<file path="config.mk">
export PLATFORM = sky130hd
export DESIGN_NAME = multi_key_debounce
export DESIGN_NICKNAME = d
export VERILOG_FILES = /design/src/rtl/multi_key_debounce.sv
export SDC_FILE = /design/constraint.sdc
export NUM_CORES = 1
export LEC_CHECK = 0
export BUFFER_PORTS_ARGS = -buffer_cell sky130_fd_sc_hd__buf_2
export CAP_MARGIN = 20
export CORE_MARGIN = 2
export CORE_UTILIZATION = 60
export DETAILED_ROUTE_END_ITERATION = 16
export MAX_ROUTING_LAYER = met4
export PLACE_DENSITY = 0.78
export SLEW_MARGIN = 0
export SYNTH_ARGS = -nofsm -noshare
export SYNTH_HDL_FRONTEND = slang
export SYNTH_SLANG_ARGS = --single-unit
</file>
<file path="constraint.sdc">
create_clock -name clk -period 2.6 [get_ports clk]
set_input_delay 0.39 -clock clk [delete_from_list [all_inputs] [get_ports clk]]
set_output_delay 0.39 -clock clk [all_outputs]
set_load 0.01 [all_outputs]
</file>
<file path="src/rtl/multi_key_debounce.sv">
// multi_key_debounce: N-channel push-button debouncer.
// Each channel has a 2-flop synchroniser, a four-state filter FSM and a
// stability counter. It produces a registered debounced level plus one-cycle
// press and release pulses.
// Optional feature macro: KEY_LONG_PRESS_EN adds a per-channel long-press
// counter and a one-cycle key_long pulse. Without it, key_long is tied to 0.
module multi_key_debounce #(
    parameter int KEY_NUM   = 4,
    parameter int TIME_20MS = 1_000_000,
    parameter int LONG_TIME = 100_000_000
) (
    input  logic               clk,
    input  logic               rst,
    input  logic [KEY_NUM-1:0] key_in,
    output logic [KEY_NUM-1:0] key_down,
    output logic [KEY_NUM-1:0] key_press,
    output logic [KEY_NUM-1:0] key_release,
    output logic [KEY_NUM-1:0] key_long
);

    typedef enum logic [1:0] {
        S_IDLE      = 2'd0,
        S_FILTER_DN = 2'd1,
        S_DOWN      = 2'd2,
        S_FILTER_UP = 2'd3
    } state_t;

    localparam int            CW      = (TIME_20MS > 1) ? $clog2(TIME_20MS) : 1;
    localparam logic [CW-1:0] CNT_MAX = CW'(TIME_20MS - 1);

    for (genvar g = 0; g < KEY_NUM; g++) begin : g_ch
        logic          r_s1;
        logic          r_s2;
        state_t        r_state;
        state_t        w_next;
        logic [CW-1:0] r_cnt;
        logic [CW-1:0] w_cnt_next;
        logic          w_press;
        logic          w_release;
        logic          w_down_next;
        logic          r_down;
        logic          r_press;
        logic          r_release;

        // Two-flop synchroniser; pins idle high (released).
        always_ff @(posedge clk) begin
            if (rst) begin
                r_s1 <= 1'b1;
                r_s2 <= 1'b1;
            end else begin
                r_s1 <= key_in[g];
                r_s2 <= r_s1;
            end
        end

        // State, stability counter and registered outputs.
        always_ff @(posedge clk) begin
            if (rst) begin
                r_state   <= S_IDLE;
                r_cnt     <= '0;
                r_down    <= 1'b0;
                r_press   <= 1'b0;
                r_release <= 1'b0;
            end else begin
                r_state   <= w_next;
                r_cnt     <= w_cnt_next;
                r_down    <= w_down_next;
                r_press   <= w_press;
                r_release <= w_release;
            end
        end

        // Next-state, counter update and pulse requests.
        always_comb begin
            w_next      = r_state;
            w_cnt_next  = r_cnt;
            w_press     = 1'b0;
            w_release   = 1'b0;
            case (r_state)
                S_IDLE: begin
                    if (!r_s2) begin
                        w_next     = S_FILTER_DN;
                        w_cnt_next = '0;
                    end
                end
                S_FILTER_DN: begin
                    if (r_s2) begin
                        w_next     = S_IDLE;
                        w_cnt_next = '0;
                    end else if (r_cnt == CNT_MAX) begin
                        w_next     = S_DOWN;
                        w_cnt_next = '0;
                        w_press    = 1'b1;
                    end else begin
                        w_cnt_next = r_cnt + 1'b1;
                    end
                end
                S_DOWN: begin
                    if (r_s2) begin
                        w_next     = S_FILTER_UP;
                        w_cnt_next = '0;
                    end
                end
                S_FILTER_UP: begin
                    if (!r_s2) begin
                        w_next     = S_DOWN;
                        w_cnt_next = '0;
                    end else if (r_cnt == CNT_MAX) begin
                        w_next     = S_IDLE;
                        w_cnt_next = '0;
                        w_release  = 1'b1;
                    end else begin
                        w_cnt_next = r_cnt + 1'b1;
                    end
                end
                default: begin
                    w_next     = S_IDLE;
                    w_cnt_next = '0;
                end
            endcase
            // Level tracks the next state so it moves in the same cycle as the pulses.
            w_down_next = (w_next == S_DOWN) || (w_next == S_FILTER_UP);
        end

        assign key_down[g]    = r_down;
        assign key_press[g]   = r_press;
        assign key_release[g] = r_release;

`ifdef KEY_LONG_PRESS_EN
        localparam int            LW       = (LONG_TIME > 1) ? $clog2(LONG_TIME) : 1;
        localparam logic [LW-1:0] LONG_MAX = LW'(LONG_TIME - 1);

        logic [LW-1:0] r_lcnt;
        logic          r_fired;
        logic          r_long;

        // Long-press counter: restarts on a fresh press, saturates, fires once.
        // Suppressed on the release edge so it never coincides with key_release.
        always_ff @(posedge clk) begin
            if (rst) begin
                r_lcnt  <= '0;
                r_fired <= 1'b0;
                r_long  <= 1'b0;
            end else if (r_state == S_FILTER_DN && w_next == S_DOWN) begin
                r_lcnt  <= '0;
                r_fired <= 1'b0;
                r_long  <= 1'b0;
            end else if (r_state == S_DOWN || r_state == S_FILTER_UP) begin
                r_long <= 1'b0;
                if (r_lcnt != LONG_MAX) begin
                    r_lcnt <= r_lcnt + 1'b1;
                end else if (!r_fired && w_next != S_IDLE) begin
                    r_long  <= 1'b1;
                    r_fired <= 1'b1;
                end
            end else begin
                r_lcnt  <= '0;
                r_fired <= 1'b0;
                r_long  <= 1'b0;
            end
        end

        assign key_long[g] = r_long;
`else
        assign key_long[g] = 1'b0;
`endif
    end

endmodule
</file>
# After elaboration in Yosys (flattened, before gate mapping)
# Cells that the tools add are included.
[op_classes]
addsub = 4
n_eq_ne = 32
mux = 56
bitwise_logic = 12
n_reduce_logical = 20
[ops]
columns = ["operator", "n"]
rows = [
  ["two-way mux 20 bit", 20],
  ["case mux 20 bit (4 select lines)", 4],
  ["adder 20 x 1 -> 20 bit, second input constant", 4],
  ["== test 20 bit, second input constant", 4],
  ["two-way mux 2 bit", 24],
  ["== test 2 bit, second input constant", 16],
  ["case mux 2 bit (4 select lines)", 4],
  ["OR reduction 3 bit", 8],
  ["!= test 2 bit, second input constant", 8],
  ["inverter 1 bit", 12],
  ["== test 2 x 1 -> 1 bit, second input constant", 4],
  ["zero test 2 bit", 4],
  ["AND reduction 2 bit", 4],
  ["logical OR 1 bit", 4],
  ["two-way mux 1 bit", 4],
]
[word_totals]
register_bits = 108
inputBits = 6
elab_cells = 152

# Longest topological paths before layout
# Gate-level depths: netlist of the first run.
[logic_depth]
word_depth = 6
ltp_mapped = 8
ltp_nobuf = 6

# Least setup slack after synthesis of the first run
# Ideal clock, no wire load.
[synth_path]
kind = "register to register"
from = "register g_ch[1].r_cnt[0]"
to = "register g_ch[1].r_cnt[18]"
setup_time_ps = 117
arrival_time_ps = 1897
path_slack_ps = 586
stages_incl_launch_ff = 7
cell_sequence = "dfxtp_1 ha_1 nand3_1 nor4_1 nand4_1 xnor2_1 a22o_1"
[synth_between]
elab_chain_cells = 4
elab_cells_between_ends = 6
classes_between = "1 x add/sub; 1 x eq/ne; 4 x mux"
[synth_rtl]
columns = ["element", "line_no", "source"]
rows = [
  ["start, declared", "36", "logic [CW-1:0] r_cnt;"],
  ["start signal, assigned", "66", "r_cnt <= w_cnt_next;"],
  ["adder 20 x 1 -> 20 bit / == test 20 bit (equally long branches)", "-", ""],
  ["two-way mux 20 bit *", "90, 108", ""],
  ["two-way mux 20 bit, on equally long branches", "105, 87", ""],
  ["case mux 20 bit (4 select lines) *", "79", "case (r_state)"],
]
# Every way passes the cells marked *; elsewhere a longest branch is shown, timed or not.
# A chain may end at the register's enable or synchronous reset.

# Worst setup path after layout of the first run
[layout_path]
from = "register g_ch[3].r_cnt[0]"
to = "register g_ch[3].r_cnt[5]"
[layout_between]
elab_chain_cells = 4
elab_cells_between_ends = 6
classes_between = "1 x add/sub; 1 x eq/ne; 4 x mux"
[layout_rtl]
columns = ["element", "line_no"]
rows = [
  ["start, declared", "36"],
  ["start signal, assigned", "66"],
  ["adder 20 x 1 -> 20 bit / == test 20 bit (equally long branches)", "-"],
  ["two-way mux 20 bit *", "90, 108"],
  ["two-way mux 20 bit, on equally long branches", "105, 87"],
  ["case mux 20 bit (4 select lines) *", "79"],
]
# Marked as above.

==> results of run 1 <==
[final cells by class]
class / count / area (µm²) / share of cell area
multi-input combinational: 450 / 2800 / 0.514
sequential: 107 / 2140 / 0.394
clock buffer: 11 / 141 / 0.0260
timing repair buffer: 26 / 153 / 0.0280
inverter: 11 / 41.3 / 0.00759
tap: 105 / 131 / 0.0241
clock inverter: 5 / 36.3 / 0.00667
[per-stage QoR]
stage	util	worst slack [ns]	instance area, µm²	hold WS, ns	instances
5_1_grt	0.656	0.184	5440	0.168	715
3_3_place_gp	0.634	0.398	5270	0.392	699
3_5_place_dp	0.634	0.338	5270	0.397	699
4_1_cts	0.656	0.331	5440	0.178	715
2_1_floorplan	-	0.586	5220	0.389	604
6_report	0.656	0.340	5440	0.188	715
[logic make-up after synthesis]
group,Yosys count,share of synthesized area
adders and majority gates,4,0.00962
other,1,0.000720
buffers and inverters,47,0.0531
AOI/OAI and AO/OA,105,0.135
xor gates and xnor gates,34,0.0572
DFF,107,0.412
and+or+nand+nor,290,0.308
muxes,13,0.0250
[worst max-delay path: cells and delay by family (launching register included)]
kind,cells,cell delay (ns)
fa+ha+maj,1,0.21
compound gates,2,0.75
flops,1,0.38
simple gates,3,0.81
[metal layers]
metal,share of wire,track usage,vias to the layer above
met4,0.0082,0.0509,0
met3,0.041,0.0561,10
met2,0.49,0.384,86
met1,0.46,0.285,2064
li1,-,-,2196
met5,0,-,-
[where the power goes]
part           internal, mW  switching [mW]
logic                0.0283          0.0617
clock network         0.379           0.565
registers              1.65         0.00701
[worst min-delay path by stage]
stage	startpoint	to	cells after the start
2_1_floorplan	g_ch[0].r_s1$_SDFF_PP1_	g_ch[0].r_s2$_SDFF_PP1_	1
3_3_place_gp	g_ch[0].r_s1$_SDFF_PP1_	g_ch[0].r_s2$_SDFF_PP1_	1
3_5_place_dp	g_ch[3].r_s1$_SDFF_PP1_	g_ch[3].r_s2$_SDFF_PP1_	1
4_1_cts	key_in[1]	g_ch[1].r_s1$_SDFF_PP1_	2
5_1_grt	key_in[1]	g_ch[1].r_s1$_SDFF_PP1_	2
6_report	key_in[1]	g_ch[1].r_s1$_SDFF_PP1_	2
[placed cells by master, fill, tap and decap left out, drive strengths merged, types with 2 or more instances in the layout]
master  netlist  final
nand2        58     58
nor3         17     17
a31oi        27     27
or3           4      4
and3          9      9
a211oi        4      4
a21oi        37     37
ha            4      4
mux2i        13     13
or4           4      4
clkbuf       10     11
nor4bb        2      2
xor2         12     12
xnor2        22     22
or4b          4      4
or2          13     13
and3b         3      3
nor4         21     21
conb          1      4
or3b          3      3
nand4        22     22
nand2b        8      8
nand3b        7      7
nor4b         5      5
a22oi         5      5
a22o         10     10
buf          26     26
o21ai        10     10
o21bai        3      3
and4          8      8
clkinv        0      4
nor2         54     54
inv          11     12
o211ai        2      2
dfxtp       107    107
nand3        45     45
[registers in the layout (all words and copies together), names as in the netlist]
register / count
g_ch.r_cnt: 80
g_ch.r_state: 8
g_ch.r_press: 4
g_ch.r_release: 4
g_ch.r_s1: 4
g_ch.r_s2: 4
g_ch.r_down: 3
==> metrics.txt, run 1 <==
Clock Skew 0.0117 ns; critical path launch point g_ch[3].r_cnt[0]$_SDFFE_PP0P_; CTS Buf Count 9; share of cells above drive strength 1 0.120; DR vias 4356; # IOs 22; crit path max-delay cell type or4_4; top cells by area, synth dfxtp_1 41%, nand2_1 4.2%, nand3_1 4.1%; RSZ-0062 raised after global routing false; setup bufs post-CTS 0; Initial Util 0.627; DR vias/cell 6.09; Tot Pwr 2.69 mW; library cells used by synthesis 59; top cells by count, synth 107 x dfxtp_1, 58 x nand2_1, 54 x nor2_1, 43 x nand3_1, 37 x a21oi_1; first-pass GRT wire length 18100 µm; mapped cell area 0.00520 mm²; Worst setup endpoint g_ch[3].r_cnt[5]$_SDFFE_PP0P_; setup TNS 0 ns; clock tree buffer depth 2; aggregate global-route resource usage 0.231; filler instances 724; CTS tree built; worst reg2reg path startpoint g_ch[3].r_cnt[0]$_SDFFE_PP0P_; Seq cells post-synth 107; Worst IR Drop VDD 332 µV; Die Wd 97.1 µm; Congestion Overflow GR 0; outcome completed; Tmin final 2.26 ns; crit end category flip-flop; input/output buffers 17; Max-Cap Viols 0; CP Cell Sequence ha_1, nand3_2, or4_4, o211a_1, o21bai_4, nor2_1; area leader, netlist dfxtp_1; cell count after synthesis 601; GP Congestion 0.919; # diodes 0; Mean Syn Cell Area 8.66 µm²; dpl hpwl 7310 µm; Final Hold Viols 0; pwr dens 494 mW/mm²; H-tree depth 3; Clock transition at path regs 0.10 ns; top-count cell post-synth dfxtp_1; Tcrit/Tclk final 0.869; Worst Hold Class input port to flip-flop; top cell type's share of synthesized area 0.412; post_cts resized 0; Root Buffer Master clkbuf_8; Routed WL per cell 14.5 µm; sequential area share after synthesis 0.412; NumNets Final 615; 1st-iter DRT viols 129; die height 97.1 µm; initial antenna violation count 0; Final setup viols 0; Clock Latency Late Sink 0.38 ns; EDFF count, synth 0; critical path class flip-flop to flip-flop; final WL 10300 µm; Core Footprint 0.00830 mm²; largest net degree at the start of global routing 39; CP Launch Type flip-flop; DIE AREA 0.00944 mm²; Fmax 0.442 GHz; Slew headroom 0.278; Worst Path Max Fanout 13; Pins Over Slew Limit 0; Pleak 1.78 nW; CTS sink cnt 107; WP data arrival 2.53 ns; Area Overhead vs Synth 4.57%; Worst R2R End g_ch[3].r_cnt[5]$_SDFFE_PP0P_; Slew @ Worst Pin 1.07 ns; Final ANT Viol Nets 0; Post-synth ARST share 0; row count 33; critical path data required time 2.87 ns; ys flop type dfxtp_1; CP peak stage delay 0.58 ns; router iterations before antenna repair 5; R2R setup slack 0.34 ns; yosys warns 0; R2R depth 6; hold buffers post-CTS 0; Residual DRC 0; vias in the first global route 4053
No activity file was read; power rests on OpenSTA's default activity.
==> run 2, diff against run 1 <==
--- a/config.mk
+++ b/config.mk
@@ -9,6 +9,7 @@
 export CAP_MARGIN = 20
 export CORE_MARGIN = 2
 export CORE_UTILIZATION = 60
+export CTS_BUF_LIST = sky130_fd_sc_hd__clkbuf_2
 export DETAILED_ROUTE_END_ITERATION = 16
 export MAX_ROUTING_LAYER = met4
 export PLACE_DENSITY = 0.78
@@ -16,3 +17,4 @@
 export SYNTH_ARGS = -nofsm -noshare
 export SYNTH_HDL_FRONTEND = slang
 export SYNTH_SLANG_ARGS = --single-unit
+export TNS_END_PERCENT = 10
==> run 2 against run 1 <==
  * Clock power fell by 28%
  * Hold slack improved by 0.26 ns
  * Non-clock buffer count rose by 5
  * Worst setup slack got worse by 0.013 ns
  * Sequential cell count did not move
  * Highest routed layer unchanged
  * Final cell count rose by 0.70%
  * Combinational power rose by 6.2%
  * Design area fell by 0.69%
  * Largest power group unchanged
  * Critical path depth did not move
  * Count of clock-buffer cells in the layout fell by 1
  * Register-to-register slack barely moved
  * Maximum frequency fell by 0.57%
==> metrics.txt, run 2 (same netlist as run 1, synthesis figures left out) <==
outcome completed (unchanged); # IOs 22 (unchanged); crit path max-delay cell type or4_4 (unchanged); Clock Skew 0.0342 ns (was 0.0117 ns); Tcrit/Tclk final 0.874 (was 0.869); Routed WL per cell 14.4 µm (was 14.5 µm); row count 33 (unchanged); Worst Hold Class flip-flop to flip-flop (was input port to flip-flop); final core occ 0.651 (was 0.656); critical path class flip-flop to flip-flop (unchanged); Worst Hold Margin 0.445 ns (was 0.188 ns); Die Wd 97.1 µm (unchanged); DR vias/cell 6.00 (was 6.09); Area after DPL 0.00527 mm² (unchanged); Pleak 1.77 nW (was 1.78 nW); Final setup viols 0 (unchanged); Area Overhead vs Synth 3.85% (was 4.57%); Fmax 0.440 GHz (was 0.442 GHz); Residual DRC 0 (unchanged); GP Congestion 0.919 (unchanged); Max-Cap Viols 0 (unchanged); crit end category flip-flop (unchanged); Largest register FFs 80 (unchanged); dpl hpwl 7310 µm (unchanged); setup TNS 0 ns (unchanged); Tot Pwr 2.43 mW (was 2.69 mW); critical path's top delay family simple AND/OR/NAND/NOR gates (unchanged); Final ANT Viol Nets 0 (unchanged); share of cells above drive strength 1 0.119 (was 0.120); first-pass GRT wire length 18000 µm (was 18100 µm); Root Buffer Master clkbuf_2 (was clkbuf_8); CP Buf/Inv Count 0 (unchanged); R2R setup slack 0.33 ns (was 0.34 ns); largest net degree at the start of global routing 39 (unchanged); initial antenna violation count 0 (unchanged); CTS tree built (unchanged); Worst IR Drop VDD 359 µV (was 332 µV); Clock transition at path regs 0.28 ns (was 0.10 ns); final WL 10300 µm (about the same); CP Cell Sequence ha_1, nand3_2, or4_4, o211a_1, o21bai_4, nor2_1 (unchanged); Most flops, register g_ch.r_cnt (unchanged); vias in the first global route 4038 (was 4053); filler instances 724 (unchanged); CTS sink cnt 107 (unchanged); router iterations before antenna repair 4 (was 5); WP data arrival 2.76 ns (was 2.53 ns); Slew @ Worst Pin 1.08 ns (was 1.07 ns); die height 97.1 µm (unchanged); input/output buffers 17 (unchanged); clock tree buffer depth 2 (unchanged); Congestion Overflow GR 0 (unchanged); Clock Latency Late Sink 0.58 ns (was 0.38 ns); CTS Buf Count 9 (unchanged); CP peak stage delay 0.58 ns (about the same); commonest non-fill, non-tap cell in the layout dfxtp_1 (unchanged); post_cts resized 0 (unchanged); pwr dens 450 mW/mm² (was 494 mW/mm²); DIE AREA 0.00944 mm² (unchanged); Tmin final 2.27 ns (was 2.26 ns); Pins Over Slew Limit 0 (unchanged); # diodes 0 (unchanged); CP Launch Type flip-flop (unchanged); aggregate global-route resource usage 0.228 (was 0.231); Worst Path Max Fanout 13 (unchanged); Core Footprint 0.00830 mm² (unchanged); RSZ-0062 raised after global routing false (unchanged); biggest regs g_ch.r_cnt (80), g_ch.r_state (8) (unchanged); H-tree depth 3 (unchanged); critical path data required time 3.09 ns (was 2.87 ns); DR vias 4320 (was 4356); Initial Util 0.627 (unchanged); commonest non-fill, non-tap cells in the layout 107 x dfxtp_1, 58 x nand2_1, 54 x nor2_1 (unchanged); NumNets Final 620 (was 615); 1st-iter DRT viols 114 (was 129); Slew headroom 0.277 (was 0.278); area of all placed cells without fillers 0.00541 mm² (was 0.00544 mm²); Final Hold Viols 0 (unchanged)
-- run 2: per-layer routing --
layer | vias up | global-route usage | share of wire | wire, µm
met2 | 67 | 0.380 | 0.49 | 5020
met4 | 0 | 0.0542 | 0.011 | 112
met3 | 13 | 0.0468 | 0.031 | 320
li1 | 2206 | - | - | -
met1 | 2034 | 0.286 | 0.47 | 4890
met5 | - | - | 0 | 0
-- run 2: repair_timing --
| item | 4_1_cts | 5_1_grt |
|---|---|---|
| setup buffers | 0 | 0 |
| hold buffers | 4 | 1 |
| hold endpoints to repair | 4 | 1 |
-- run 2: layout make-up --
cell class              count  area, µm²  share of cell area
repair buffers             31        203              0.0375
well taps                 105        131              0.0243
clock buffers              10       50.0             0.00926
clock inverters             6       40.0             0.00741
flip-flops and latches    107       2140               0.396
inverters                  11       41.3             0.00764
multi-input cells         450       2800               0.518
-- run 2: report_power, final --
part	leakage (nW)	total, mW	switching (mW)	internal [mW]
sequential	0.864	1.66	0.00700	1.65
combinational	0.841	0.0957	0.0624	0.0332
clock	0.0637	0.676	0.544	0.132
-- run 2: path summary, 6_finish.rpt --
path	depth (start not counted)	from	end
worst min register to register	1	g_ch[3].r_s1$_SDFF_PP1_	g_ch[3].r_s2$_SDFF_PP1_
worst min-delay path	1	g_ch[3].r_s1$_SDFF_PP1_	g_ch[3].r_s2$_SDFF_PP1_
worst max register to register	6	g_ch[3].r_cnt[1]$_SDFFE_PP0P_	g_ch[3].r_cnt[12]$_SDFFE_PP0P_
worst max-delay path	6	g_ch[3].r_cnt[1]$_SDFFE_PP0P_	g_ch[3].r_cnt[12]$_SDFFE_PP0P_
-- run 2: metrics by stage --
step / worst slack [ns] / cells
after floorplan: 0.586 / 604
after global placement: 0.398 / 699
after detailed placement: 0.338 / 699
after CTS: 0.301 / 719
after global routing: 0.155 / 720
final: 0.327 / 720
-- run 2: worst register-to-register path: stages (launching register included) --
cell      delay [ns]
dfxtp_1         0.43
ha_1            0.21
nand3_2         0.14
or4_4           0.58
o211a_1         0.39
o21bai_4        0.36
nor2_1          0.08
==> run 3, diff against run 2 <==
--- a/config.mk
+++ b/config.mk
@@ -8,11 +8,10 @@
 export BUFFER_PORTS_ARGS = -buffer_cell sky130_fd_sc_hd__buf_2
 export CAP_MARGIN = 20
 export CORE_MARGIN = 2
-export CORE_UTILIZATION = 60
+export CORE_UTILIZATION = 45
 export CTS_BUF_LIST = sky130_fd_sc_hd__clkbuf_2
 export DETAILED_ROUTE_END_ITERATION = 16
 export MAX_ROUTING_LAYER = met4
-export PLACE_DENSITY = 0.78
 export SLEW_MARGIN = 0
 export SYNTH_ARGS = -nofsm -noshare
 export SYNTH_HDL_FRONTEND = slang
==> constraint.sdc (replaced) <==
create_clock -name clk -period 2.9 [get_ports clk]
set_input_delay 0.435 -clock clk [delete_from_list [all_inputs] [get_ports clk]]
set_output_delay 0.435 -clock clk [all_outputs]
set_load 0.01 [all_outputs]
==> run 3 against run 2 <==
  * Critical path depth is the same
  * Non-clock buffer count shrank 3
  * Register-to-register slack gained 0.26 ns
  * Highest routed layer unchanged
  * Via count shrank 1.3%
  * Clock power shrank 13%
  * Largest cell class unchanged
  * First-iteration DRC count grew to 2.7 times the previous value
  * Total power shrank 11%
==> metrics.txt, run 3 (same netlist as run 1, synthesis figures left out) <==
outcome completed (unchanged); area of all placed cells without fillers 0.00543 mm² (was 0.00541 mm²); crit end category flip-flop (unchanged); final WL 10300 µm (about the same); Congestion Overflow GR 0 (unchanged); clock tree buffer depth 2 (unchanged); # IOs 22 (unchanged); CP Cell Sequence ha_1, nand3_2, or4_4, o211a_1, o21bai_4, nor2_1 (unchanged); die height 112 µm (was 97.1 µm); Pleak 1.74 nW (was 1.77 nW); RSZ-0062 raised after global routing false (unchanged); 1st-iter DRT viols 311 (was 114); Pins Over Slew Limit 0 (unchanged); Residual DRC 0 (unchanged); commonest non-fill, non-tap cell in the layout dfxtp_1 (unchanged); Net Sw Frac 0.250 (was 0.252); Worst R2R End g_ch[3].r_cnt[7]$_SDFFE_PP0P_ (was g_ch[3].r_cnt[12]$_SDFFE_PP0P_); vias in the first global route 3857 (was 4038); DR vias/cell 5.65 (was 6.00); WP data arrival 2.84 ns (was 2.76 ns); Worst Hold Margin 0.141 ns (was 0.445 ns); dpl hpwl 7160 µm (was 7310 µm); row count 39 (was 33); DIE AREA 0.0124 mm² (was 0.00944 mm²); Tcrit/Tclk final 0.797 (was 0.874); switching power 540 µW (was 614 µW); biggest regs g_ch.r_cnt (80), g_ch.r_state (8) (unchanged); Tmin final 2.31 ns (was 2.27 ns); setup bufs post-CTS 0 (unchanged); Area Overhead vs Synth 4.35% (was 3.85%); GP Congestion 0.889 (was 0.919); pwr dens 398 mW/mm² (was 450 mW/mm²); Clk network pwr share 0.271 (was 0.278); Hold Path Origin rst (was g_ch[3].r_s1$_SDFF_PP1_); Comb power frac 0.039 (about the same); Tot Pwr 2.16 mW (was 2.43 mW); Clock Skew 0.0175 ns (was 0.0342 ns); FF+latch area 0.00214 mm² (unchanged); DR vias 4264 (was 4320); largest net degree at the start of global routing 30 (was 39); initial antenna violation count 0 (unchanged); input/output buffers 17 (unchanged); CP Launch Type flip-flop (unchanged); H-tree depth 3 (unchanged); Largest register FFs 80 (unchanged); Core Footprint 0.0114 mm² (was 0.00830 mm²); internal power 1.62 mW (was 1.82 mW); critical path class flip-flop to flip-flop (unchanged); Clock transition at path regs 0.27 ns (was 0.28 ns); first-pass GRT wire length 17600 µm (was 18000 µm); Worst IR Drop VDD 239 µV (was 359 µV); Initial Util 0.458 (was 0.627); Max-Cap Viols 0 (unchanged); CTS tree built (unchanged); Final setup viols 0 (unchanged); worst reg2reg path startpoint g_ch[3].r_cnt[0]$_SDFFE_PP0P_ (was g_ch[3].r_cnt[1]$_SDFFE_PP0P_); setup TNS 0 ns (unchanged); CTS sink cnt 107 (unchanged); R2R depth 6 (unchanged); Clock Latency Late Sink 0.61 ns (was 0.58 ns); share of cells above drive strength 1 0.116 (was 0.119); Final Hold Viols 0 (unchanged); Worst Hold Class input port to flip-flop (was flip-flop to flip-flop); Slew @ Worst Pin 0.941 ns (was 1.08 ns); pre-CTS setup slack 0.597 ns (was 0.338 ns); critical path data required time 3.43 ns (was 3.09 ns); crit path max-delay cell type or4_4 (unchanged); Die Wd 112 µm (was 97.1 µm); filler instances 1106 (was 724); Slew headroom 0.371 (was 0.277); aggregate global-route resource usage 0.175 (was 0.228); Multi-input gate area 0.00280 mm² (about the same); Worst Path Max Fanout 13 (unchanged); Area after DPL 0.00529 mm² (was 0.00527 mm²); Hold EP g_ch[2].r_down$_SDFF_PP0_ (was g_ch[3].r_s2$_SDFF_PP1_); Most flops, register g_ch.r_cnt (unchanged); Fmax 0.432 GHz (was 0.440 GHz); Routed WL per cell 13.6 µm (was 14.4 µm); NumNets Final 617 (was 620); Final ANT Viol Nets 0 (unchanged); R2R setup slack 0.59 ns (was 0.33 ns); CP peak stage delay 0.57 ns (was 0.58 ns); setup ws final 0.587 ns (was 0.327 ns); # diodes 0 (unchanged); commonest non-fill, non-tap cells in the layout 107 x dfxtp_1, 58 x nand2_1, 54 x nor2_1 (unchanged); Root Buffer Master clkbuf_2 (unchanged); Reg power frac 0.690 (was 0.683); CTS Buf Count 9 (unchanged); Worst Hold Path Cells 2 (was 1); router iterations before antenna repair 4 (unchanged)
-- run 3: cell types whose count changed in the layout (fill, tap and decap cells not counted) --
cell,delta
a21oi_1,-1
a21oi_2,+1
buf_4,-3
buf_8,+1
clkinv_1,+1
clkinv_4,-2
clkinvlp_4,+2
dlygate4sd3_1,-1
inv_6,-1
-- run 3: how the worst max path moves through the flow --
stage,from,end,slack (ns)
2_1_floorplan,g_ch[1].r_cnt[0]$_SDFFE_PP0P_,g_ch[1].r_cnt[18]$_SDFFE_PP0P_,0.89
4_1_cts,g_ch[3].r_cnt[0]$_SDFFE_PP0P_,g_ch[3].r_cnt[5]$_SDFFE_PP0P_,0.59
5_1_grt,g_ch[3].r_cnt[0]$_SDFFE_PP0P_,g_ch[3].r_cnt[12]$_SDFFE_PP0P_,0.41
3_3_place_gp,g_ch[3].r_cnt[0]$_SDFFE_PP0P_,g_ch[3].r_cnt[11]$_SDFFE_PP0P_,0.65
6_report,g_ch[3].r_cnt[0]$_SDFFE_PP0P_,g_ch[3].r_cnt[7]$_SDFFE_PP0P_,0.59
3_5_place_dp,g_ch[3].r_cnt[0]$_SDFFE_PP0P_,g_ch[3].r_cnt[7]$_SDFFE_PP0P_,0.60
-- run 3: power groups by stage --
stage / combinational (mW) / sequential [mW] / clock (mW)
floorplan: 0.0653 / 1.51 / 0
global placement: 0.0809 / 1.52 / 0
detailed placement: 0.0812 / 1.52 / 0
CTS: 0.0853 / 1.49 / 0.623
global route: 0.0949 / 1.49 / 0.683
finish: 0.0844 / 1.49 / 0.585
-- run 3: through the flow --
| step | cells | util |
|---|---|---|
| final | 755 | 0.478 |
| after global routing | 755 | 0.478 |
| after CTS | 754 | 0.476 |
| after detailed placement | 734 | 0.466 |
| after global placement | 734 | 0.466 |
| after floorplan | 604 | - |
-- run 3: cell type report --
class | count | share of cell area
clock buffer | 10 | 0.00921
sequential | 107 | 0.394
tap | 143 | 0.0329
timing repair buffer | 28 | 0.0341
multi-input combinational | 450 | 0.516
clock inverter | 6 | 0.00599
inverter | 11 | 0.00760
-- run 3: worst max-delay path: cells and delay by family (launching register included) --
family / cells / cell delay (ns)
flip-flops: 1 / 0.44
adder cells (fa/ha/maj): 1 / 0.21
AO/OA/AOI/OAI: 2 / 0.78
AND/OR/NAND/NOR: 3 / 0.80
-- run 3: routing by layer --
| layer | vias up | wire length (µm) | GRT usage |
|---|---|---|---|
| met2 | 51 | 4710 | 0.263 |
| met5 | - | 0 | - |
| met3 | 10 | 417 | 0.0572 |
| met1 | 2012 | 5060 | 0.227 |
| met4 | 0 | 91 | 0.0477 |
| li1 | 2191 | - | - |
-- run 3: timing repair --
action                    in CTS  in global routing
resized for setup              0                  0
hold buffers                   4                  0
hold endpoints to repair       4                  0
